==> config.mk <==
export PLATFORM = sky130hd
export DESIGN_NAME = pim_seq_accum
export DESIGN_NICKNAME = d
export VERILOG_FILES = /design/src/rtl/pim_pkg.sv /design/src/rtl/bram_pim.sv /design/src/rtl/pim_tile.sv /design/src/rtl/pim_seq_accum.sv
export SDC_FILE = /design/constraint.sdc
export NUM_CORES = 1
export LEC_CHECK = 0
export CORE_AREA = 2 2 162 164
export DETAILED_ROUTE_END_ITERATION = 12
export DIE_AREA = 0 0 164 166
export GPL_TIMING_DRIVEN = 0
export PLACE_DENSITY_LB_ADDON = 0.08
export REMOVE_ABC_BUFFERS = 1
export SLEW_MARGIN = 20
export SYNTH_ARGS = -nofsm -noshare
export SYNTH_HDL_FRONTEND = slang
export SYNTH_SLANG_ARGS = --single-unit
==> constraint.sdc <==
create_clock -name clk -period 3.15 [get_ports clk]
set_input_delay 0.63 -clock clk [delete_from_list [all_inputs] [get_ports clk]]
set_output_delay 0.63 -clock clk [all_outputs]
set_load 0.005 [all_outputs]
==> src/rtl/pim_pkg.sv <==
// Shared types and helpers for the time-multiplexed PIM accumulator engine.
package pim_pkg;

    typedef enum logic [1:0] {
        IDLE  = 2'd0,
        ISSUE = 2'd1,
        DRAIN = 2'd2,
        DONE  = 2'd3
    } state_t;

    // Largest tile geometry the crossbar macro can be built with.
    localparam int MAX_SIZE_ROW = 1024;
    localparam int MAX_SIZE_COL = 64;

    function automatic int num_tiles(input int input_size, input int tile_rows);
        return input_size / tile_rows;
    endfunction

    function automatic bit params_ok(input int input_size, input int tile_rows,
                                     input int depth, input int adc_p, input int acc_w);
        return (tile_rows > 0) && (tile_rows <= MAX_SIZE_ROW) &&
               (input_size >= tile_rows) && ((input_size % tile_rows) == 0) &&
               ((1 << depth) <= MAX_SIZE_COL) &&
               (tile_rows >= adc_p) && (acc_w >= adc_p);
    endfunction

endpackage

==> src/rtl/bram_pim.sv <==
// Behavioural stand-in for the crossbar macro: the ADC sample is the low ADC_P
// bits of the presented row vector; the column address does not change it.
module bram_pim #(
    parameter int ROWS  = 192,
    parameter int DEPTH = 5,
    parameter int ADC_P = 8
) (
    input  logic             clk,
    input  logic [ROWS-1:0]  data,
    input  logic [DEPTH-1:0] addr,
    input  logic             we,
    output logic [ADC_P-1:0] out
);

    logic unused_inputs;

    assign out           = data[ADC_P-1:0];
    assign unused_inputs = ^{clk, we, addr, data};

endmodule

==> src/rtl/pim_tile.sv <==
// One crossbar tile plus its ADC output register: a chunk issued in cycle t
// appears as sample/rsp_valid in cycle t+1.
module pim_tile #(
    parameter int TILE_ROWS = 192,
    parameter int DEPTH     = 5,
    parameter int ADC_P     = 8
) (
    input  logic                 clk,
    input  logic                 rst_n,
    input  logic                 issue,
    input  logic [TILE_ROWS-1:0] chunk,
    input  logic [DEPTH-1:0]     addr,
    output logic                 rsp_valid,
    output logic [ADC_P-1:0]     sample
);

    logic [ADC_P-1:0] adc_out;

    bram_pim #(
        .ROWS (TILE_ROWS),
        .DEPTH(DEPTH),
        .ADC_P(ADC_P)
    ) u_bram (
        .clk (clk),
        .data(chunk),
        .addr(addr),
        .we  (issue),
        .out (adc_out)
    );

    // Clearing rsp_valid on reset drops any response still in flight.
    always_ff @(posedge clk or negedge rst_n) begin
        if (!rst_n) begin
            rsp_valid <= 1'b0;
            sample    <= '0;
        end else begin
            rsp_valid <= issue;
            if (issue) sample <= adc_out;
        end
    end

endmodule

==> src/rtl/pim_seq_accum.sv <==
// Matrix-vector engine that streams an INPUT_SIZE vector through one shared
// crossbar tile and accumulates the ADC samples with optional saturation.
module pim_seq_accum
    import pim_pkg::*;
#(
    parameter int INPUT_SIZE = 384,
    parameter int TILE_ROWS  = 192,
    parameter int DEPTH      = 5,
    parameter int ADC_P      = 8,
    parameter int ACC_W      = 16,
    parameter bit SIGNED     = 1'b1
) (
    input  logic                  clk,
    input  logic                  rst_n,
    input  logic                  en,
    input  logic                  in_valid,
    output logic                  in_ready,
    input  logic [INPUT_SIZE-1:0] Input_feature,
    input  logic [DEPTH-1:0]      Address,
    input  logic                  sat_mode,
    output logic                  out_valid,
    input  logic                  out_ready,
    output logic [ACC_W-1:0]      Output,
    output logic                  overflow,
    output logic                  busy,
    output state_t                dbg_state
);

    localparam int NUM_TILES = num_tiles(INPUT_SIZE, TILE_ROWS);
    localparam int CNT_W     = (NUM_TILES > 1) ? $clog2(NUM_TILES) : 1;
    localparam logic [CNT_W-1:0] LAST_TILE = CNT_W'(NUM_TILES - 1);
    localparam logic [ACC_W-1:0] POS_LIM =
        SIGNED ? {1'b0, {(ACC_W-1){1'b1}}} : {ACC_W{1'b1}};
    localparam logic [ACC_W-1:0] NEG_LIM =
        SIGNED ? {1'b1, {(ACC_W-1){1'b0}}} : {ACC_W{1'b0}};

    if (!params_ok(INPUT_SIZE, TILE_ROWS, DEPTH, ADC_P, ACC_W)) begin : g_param_check
        $error("pim_seq_accum: unsupported parameter set");
    end

    // Handshakes: a request moves when in_valid & in_ready at a rising edge; a
    // result moves when out_valid & out_ready. Neither valid waits on ready.
    state_t                  state;
    logic [INPUT_SIZE-1:0]   feat_q;
    logic [DEPTH-1:0]        addr_q;
    logic                    sat_q;
    logic [CNT_W-1:0]        tile_cnt;
    logic [ACC_W-1:0]        acc;

    logic                    issue;
    logic [TILE_ROWS-1:0]    chunk;
    logic                    rsp_valid;
    logic [ADC_P-1:0]        sample;

    logic [ACC_W:0]          acc_x;
    logic [ACC_W:0]          smp_x;
    logic [ACC_W:0]          sum;
    logic                    out_of_range;
    logic [ACC_W-1:0]        acc_next;

    assign issue     = (state == ISSUE) && en;
    assign chunk     = feat_q[int'(tile_cnt) * TILE_ROWS +: TILE_ROWS];
    assign Output    = acc;
    assign dbg_state = state;

    pim_tile #(
        .TILE_ROWS(TILE_ROWS),
        .DEPTH    (DEPTH),
        .ADC_P    (ADC_P)
    ) u_tile (
        .clk      (clk),
        .rst_n    (rst_n),
        .issue    (issue),
        .chunk    (chunk),
        .addr     (addr_q),
        .rsp_valid(rsp_valid),
        .sample   (sample)
    );

    // One spare MSB lets the range check read the true sum before clamping.
    always_comb begin
        acc_x = SIGNED ? {acc[ACC_W-1], acc} : {1'b0, acc};
        smp_x = SIGNED ? {{(ACC_W+1-ADC_P){sample[ADC_P-1]}}, sample}
                       : {{(ACC_W+1-ADC_P){1'b0}}, sample};
        sum   = acc_x + smp_x;
        out_of_range = SIGNED ? (sum[ACC_W] != sum[ACC_W-1]) : sum[ACC_W];
        if (out_of_range && sat_q)
            acc_next = (SIGNED && sum[ACC_W]) ? NEG_LIM : POS_LIM;
        else
            acc_next = sum[ACC_W-1:0];
    end

    always_ff @(posedge clk or negedge rst_n) begin
        if (!rst_n) begin
            state     <= IDLE;
            in_ready  <= 1'b1;
            out_valid <= 1'b0;
            busy      <= 1'b0;
            feat_q    <= '0;
            addr_q    <= '0;
            sat_q     <= 1'b0;
            tile_cnt  <= '0;
            acc       <= '0;
            overflow  <= 1'b0;
        end else begin
            // Samples land whatever en is doing; IDLE's clear below wins.
            if (rsp_valid) begin
                acc      <= acc_next;
                overflow <= overflow | out_of_range;
            end
            unique case (state)
                IDLE: begin
                    if (in_valid) begin
                        feat_q   <= Input_feature;
                        addr_q   <= Address;
                        sat_q    <= sat_mode;
                        tile_cnt <= '0;
                        acc      <= '0;
                        overflow <= 1'b0;
                        state    <= ISSUE;
                        in_ready <= 1'b0;
                        busy     <= 1'b1;
                    end
                end
                ISSUE: begin
                    if (en) begin
                        tile_cnt <= tile_cnt + CNT_W'(1);
                        if (tile_cnt == LAST_TILE) state <= DRAIN;
                    end
                end
                DRAIN: begin
                    if (en) begin
                        state     <= DONE;
                        out_valid <= 1'b1;
                    end
                end
                DONE: begin
                    if (out_ready) begin
                        state     <= IDLE;
                        out_valid <= 1'b0;
                        in_ready  <= 1'b1;
                        busy      <= 1'b0;
                    end
                end
                default: state <= IDLE;
            endcase
        end
    end

endmodule

==> run_results.csv, run 1 <==
group,metric,value,unit
outcome,status,"complete, no violations",
detailed_routing,routed_via_density,3.55,
floorplan,die_h,166,µm
layout,nFillCells,2887,
floorplan,rows,59,
setup_path,required,3320,ps
synth,async_flop_share,1.00,
synth,syn_inst,339,
setup_path,slowest_stage,"dfrtp_1",
power,max-vdd-ir-drop,0.322,mV
timing,max_slew_margin,0.440,
placed_design,hpwl,7770,µm
placed_design,gp_congestion,0.688,
setup_path,r2r-end,"Output[2]",
floorplan,fp.dieW,164,µm
global_routing,use_met1,0.107,
timing,finalCritPeriodShare,0.931,
setup_path,cp-end-kind,"flip-flop",
synth,ys_ff_latch,49,
synth,yosysWarnings,0,
cts,clk_latency,300,ps
global_routing,met2_usage,0.127,
cts,cts.sinks,49,
detailed_routing,drc,0,
timing,rsz0062_at_grt,"no",
floorplan,coreArea,25600,µm²
synth,dominantRegCellSynth,"dfrtp_1",
layout,final_core_util,0.161,
setup_path,reg2reg_from,"u_tile.sample[7]",
synth,synth_area_leaders,"dfrtp_1, nand2_1, ha_1",
detailed_routing,drtPass1Iterations,4,
timing,period_needed,2930,ps
power,power,4.44,mW
floorplan,die-area,27200,µm²
synth,syn_area,3080,µm²
setup_path,startpoint_type,"flip-flop",
cts,cts_buffers,5,
timing,timing.hold.ws,205,ps
synth,syn_area_per_cell,9.09,µm²
setup_path,critPathArrivalTime,3110,ps
timing,tightest_slew,840,ps
global_routing,grt_pass1_wl,16600,µm
setup_path,r2r_cells,8,
detailed_routing,wire_per_inst,14.4,µm
floorplan,initial_core_util,0.120,
placed_design,dp.cells,705,
layout,stdcell_count,718,
setup_path,rrSetupSlack,220,ps
timing,maxSlewViolCount,0,
synth,yosysMostFrequentCell,"nand2_1",
global_routing,grt_use_met3,0.0257,
setup_path,cpPeakStageDelay,640,ps
cts,clock_path_buffers,2,
timing,setup_violations,0,
timing,max_freq,0.341,GHz
cts,clockRootBuffer,"clkbuf_16",
layout,ff_latch_area,1230,µm²
synth,yosysTopAreaCell,"dfrtp_1",
layout,areaGrowthSynthToFinish,33.6,%
setup_path,path_max_fanout,10,
layout,multi_input_area,1750,µm²
job,cap_violations,0,
layout,nNetsFinal,798,
detailed_routing,finalWirelength,10300,µm
setup_path,path_class,"reg2reg",
floorplan,num_io_pins,417,
cts,tritoncts,"yes",
setup_path,crit_chain,"ha_1, a211o_1, a211o_1, nand4_1, nand4_1, o21ai_4, buf_12, o211ai_1",
power,power_density,1080,nW/µm²
synth,synth.distinct_cells,52,
detailed_routing,initialDrtViolationCount,129,
global_routing,antenna_found_initial,0,
global_routing,busiest_layer,"met2",
synth,yosys.area.top_type_share,0.390,
placed_design,portBuffers,43,
layout,diodes,0,
synth,netlist_top_cells_count,"nand2_1, dfrtp_1, a21oi_1",
timing,skew,10.0,ps
cts,htree_levels,2,
global_routing,gr-total-overflow,0,
power,p_leak,1.74,nW
synth,synth-edff-count,0,
detailed_routing,ant_nets,0,
global_routing,grt_max_degree,33,
global_routing,grt_pass1_vias,2860,
cts,path_clk_slew,70,ps
timing,hold_viol_final,0,
global_routing,grt_usage,0.0804,
synth,synth-seq-area-share,0.398,
layout,drive_gt1_frac,0.0914,
detailed_routing,vias,2549,
worst_hold_path,hold_path.class,"in2async",
-- placed cells by master (no fill, tap or decap), types with 3 or more instances in the layout --
cell and count:
o211ai_2 11, dfrtp_1 48, nand3_1 9, and3_1 4
buf_12 3, a31oi_1 4, a21o_1 5, a211oi_1 3
nand2_1 77, o21ai_1 3, nand4_1 6, inv_1 10
o211ai_1 6, nor2b_1 6, nand2b_1 4, buf_4 4
a21oi_1 26, clkdlybuf4s50_1 42, clkbuf_16 5, a211o_1 4
mux2i_1 9, ha_1 20, xor2_1 6, nor2_1 14
xnor2_1 5, o21ai_0 12
-- power by group --
group | internal (mW) | total (mW) | switching, mW
Clock | 0.378 | 0.643 | 0.265
Sequential | 0.904 | 1.17 | 0.264
Combinational | 1.14 | 2.63 | 1.50
-- layer usage --
layer	wire, µm	up-vias	part of all wire
li1	-	1302	-
met5	0	-	0
met4	101	0	0.0098
met1	4970	1203	0.48
met2	4710	38	0.46
met3	520	6	0.050
-- cell families (layout without fill, tap and decap cells) --
logic type | count (synthesis) | in the layout | synth area share
mux | 9 | 9 | 0.0292
compound gates | 95 | 95 | 0.229
fa+ha+maj | 21 | 21 | 0.0877
xor+xnor | 11 | 11 | 0.0313
buf+inv | 24 | 68 | 0.0357
flops | 49 | 49 | 0.398
simple gates | 130 | 130 | 0.188
-- sequential cells by signal (all words and copies together) (netlist names) --
| register | count |
|---|---|
| Output | 16 |
| feat_q | 16 |
| u_tile.sample | 8 |
| dbg_state | 2 |
| busy | 1 |
| in_ready | 1 |
| out_valid | 1 |
| overflow | 1 |
| sat_q | 1 |
| tile_cnt | 1 |
| u_tile.rsp_valid | 1 |
-- cell type report --
type	instances	share of cell area
sequential	49	0.298
clock inverter	2	0.00943
clock buffer	6	0.0313
multi-input combinational	266	0.425
tap	335	0.102
timing repair buffer	49	0.124
inverter	11	0.0100
-- per-stage QoR --
stage | cell area [µm²] | setup TNS [ps] | worst slack (ps)
floorplan | 3010 | 0 | 489
global route | 4110 | 0 | 5.05
finish | 4110 | 0 | 218
CTS | 4110 | 0 | 90.3
detailed placement | 3880 | -6250 | -671
global placement | 3860 | -28000 | -669
-- what timing repair did --
action / CTS / global route
setup buffers: 5 / 0
pin swaps: 2 / 0
resized for setup: 0 / 1
hold buffers: 0 / 0
gates cloned: 0 / 0
endpoints found under the setup margin: 12 / 9
-- critical path, delay by kind of cell, from the launching register on --
family | cells | cell delay (ps)
and+or+nand+nor | 2 | 500
buffers and inverters | 1 | 160
adders and majority gates | 1 | 410
DFF | 1 | 640
AOI/OAI and AO/OA | 4 | 1070
-- how the worst max path moves through the flow --
| stage | start | to | slack (ps) | depth (start not counted) |
|---|---|---|---|---|
| finish | u_tile.sample[7] | Output[2] | 220 | 8 |
| global route | u_tile.sample[7] | Output[9] | 5 | 8 |
| CTS | u_tile.sample[7] | Output[10] | 90 | 9 |
| detailed placement | u_tile.sample[7] | Output[14] | -670 | 7 |
| global placement | u_tile.sample[7] | Output[14] | -670 | 7 |
| floorplan | u_tile.sample[7] | Output[14] | 490 | 7 |
Note: power is estimated with default switching activity, not from simulation.
==> run 2, diff against run 1 <==
--- a/config.mk
+++ b/config.mk
@@ -11,6 +11,7 @@
 export GPL_TIMING_DRIVEN = 0
 export PLACE_DENSITY_LB_ADDON = 0.08
 export REMOVE_ABC_BUFFERS = 1
+export SETUP_SLACK_MARGIN = 0.1
 export SLEW_MARGIN = 20
 export SYNTH_ARGS = -nofsm -noshare
 export SYNTH_HDL_FRONTEND = slang
==> run 2 against run 1 <==
  * Core utilization about the same
  * Largest power group unchanged
  * Sequential share of layout area is essentially flat
  * Routed wire length stayed put
==> run_results.csv, run 2 (synthesized netlist as in run 1, its figures left out) <==
group,metric,value,unit
timing,max_slew_margin,0.440,
cts,clockRootBuffer,"clkbuf_16",
layout,drive_gt1_frac,0.0940,
timing,hold_viol_final,0,
setup_path,r2r-end,"Output[2]",
cts,path_clk_slew,70,ps
timing,max_freq,0.346,GHz
placed_design,portBuffers,43,
detailed_routing,finalWirelength,10300,µm
detailed_routing,initialDrtViolationCount,129,
setup_path,critPathArrivalTime,3070,ps
detailed_routing,wire_per_inst,14.4,µm
layout,layout_common_cells,"nand2_1, dfrtp_1, clkdlybuf4s50_1",
placed_design,hpwl,7770,µm
setup_path,startpoint_type,"flip-flop",
floorplan,num_io_pins,417,
cts,cts_buffers,5,
setup_path,r2r_cells,9,
cts,clk_latency,300,ps
timing,setup_tns,0,ps
power,max-vdd-ir-drop,0.322,mV
setup_path,required,3320,ps
detailed_routing,ant_nets,0,
global_routing,antenna_found_initial,0,
setup_path,rrSetupSlack,260,ps
floorplan,die-area,27200,µm²
global_routing,grt_max_degree,33,
placed_design,gp_congestion,0.688,
detailed_routing,routed_via_density,3.55,
job,cap_violations,0,
floorplan,die_h,166,µm
layout,nNetsFinal,798,
layout,final_core_util,0.161,
timing,finalCritPeriodShare,0.918,
timing,maxSlewViolCount,0,
setup_path,cp-end-kind,"flip-flop",
cts,clock_path_buffers,2,
placed_design,place_area,3880,µm²
global_routing,grt_usage,0.0804,
cts,htree_levels,2,
floorplan,fp.dieW,164,µm
detailed_routing,drc,0,
power,p_leak,1.74,nW
timing,setup_violations,0,
power,power_density,1080,nW/µm²
setup_path,reg2reg_from,"Output[0]",
floorplan,rows,59,
layout,diodes,0,
setup_path,path_max_fanout,8,
cts,cts.sinks,49,
timing,rsz0062_at_grt,"no",
global_routing,grt_pass1_vias,2860,
detailed_routing,drtPass1Iterations,4,
layout,areaGrowthSynthToFinish,33.6,%
global_routing,gr-total-overflow,0,
floorplan,initial_core_util,0.120,
setup_path,path_class,"reg2reg",
detailed_routing,vias,2549,
global_routing,grt_pass1_wl,16600,µm
outcome,status,"complete, no violations",
timing,skew,10.0,ps
layout,final_common_cell,"nand2_1",
timing,tightest_slew,840,ps
timing,period_needed,2890,ps
cts,tritoncts,"yes",
layout,design_area,4120,µm²
floorplan,coreArea,25600,µm²
worst_hold_path,hold_path.class,"in2async",
power,power,4.44,mW
run 2: changes by cell type in the layout (fill, tap and decap cells not counted):
cell and delta:
dfrtp_1 -1, dfrtp_2 +1
run 2: worst max-delay path by stage:
stage | startpoint | endpoint | slack [ps]
2_1_floorplan | u_tile.sample[7] | Output[14] | 490
3_3_place_gp | u_tile.sample[7] | Output[14] | -670
6_report | Output[0] | Output[2] | 260
3_5_place_dp | u_tile.sample[7] | Output[14] | -670
4_1_cts | u_tile.sample[7] | Output[2] | 180
5_1_grt | Output[0] | Output[9] | 100
run 2: report_power, final:
part           internal, mW  switching [mW]
sequential            0.906           0.264
combinational          1.14            1.50
clock                 0.378           0.265
total                  2.42            2.03
run 2: critical path, cell delays in order, from the launching register on:
cell	delay, ps
dfrtp_1	400
ha_1	260
fa_1	450
a211o_1	290
a211o_1	310
nand4_1	180
nand4_1	320
o21ai_4	280
buf_12	160
o211ai_1	100
run 2: metal layers:
| layer | share of wire | global-route usage |
|---|---|---|
| met1 | 0.48 | 0.107 |
| met2 | 0.46 | 0.127 |
| met3 | 0.050 | 0.0257 |
| met4 | 0.0098 | 0.0172 |
| met5 | 0 | 0 |
run 2: final cells by class:
cell class,count,area [µm²]
clock inverter,2,38.8
tap,335,419
clock buffer,6,129
multi-input combinational,266,1750
inverter,11,41.3
sequential,49,1230
timing repair buffer,49,510
fill,2886,21500
run 2: repair_timing:
| action | in CTS | in global routing |
|---|---|---|
| pin swaps | 2 | 0 |
| hold buffers | 0 | 0 |
| cloned | 0 | 0 |
| buffers inserted | 5 | 0 |
| hold endpoints to repair | 0 | 0 |
| resized for setup | 1 | 1 |
| endpoints found under the setup margin | 12 | 11 |
run 2: through the flow:
step,cells,hold slack (ps),setup WS (ps)
global route,718,207,102
floorplan,326,334,489
CTS,718,209,183
detailed placement,705,462,-671
global placement,704,464,-669
finish,718,205,258
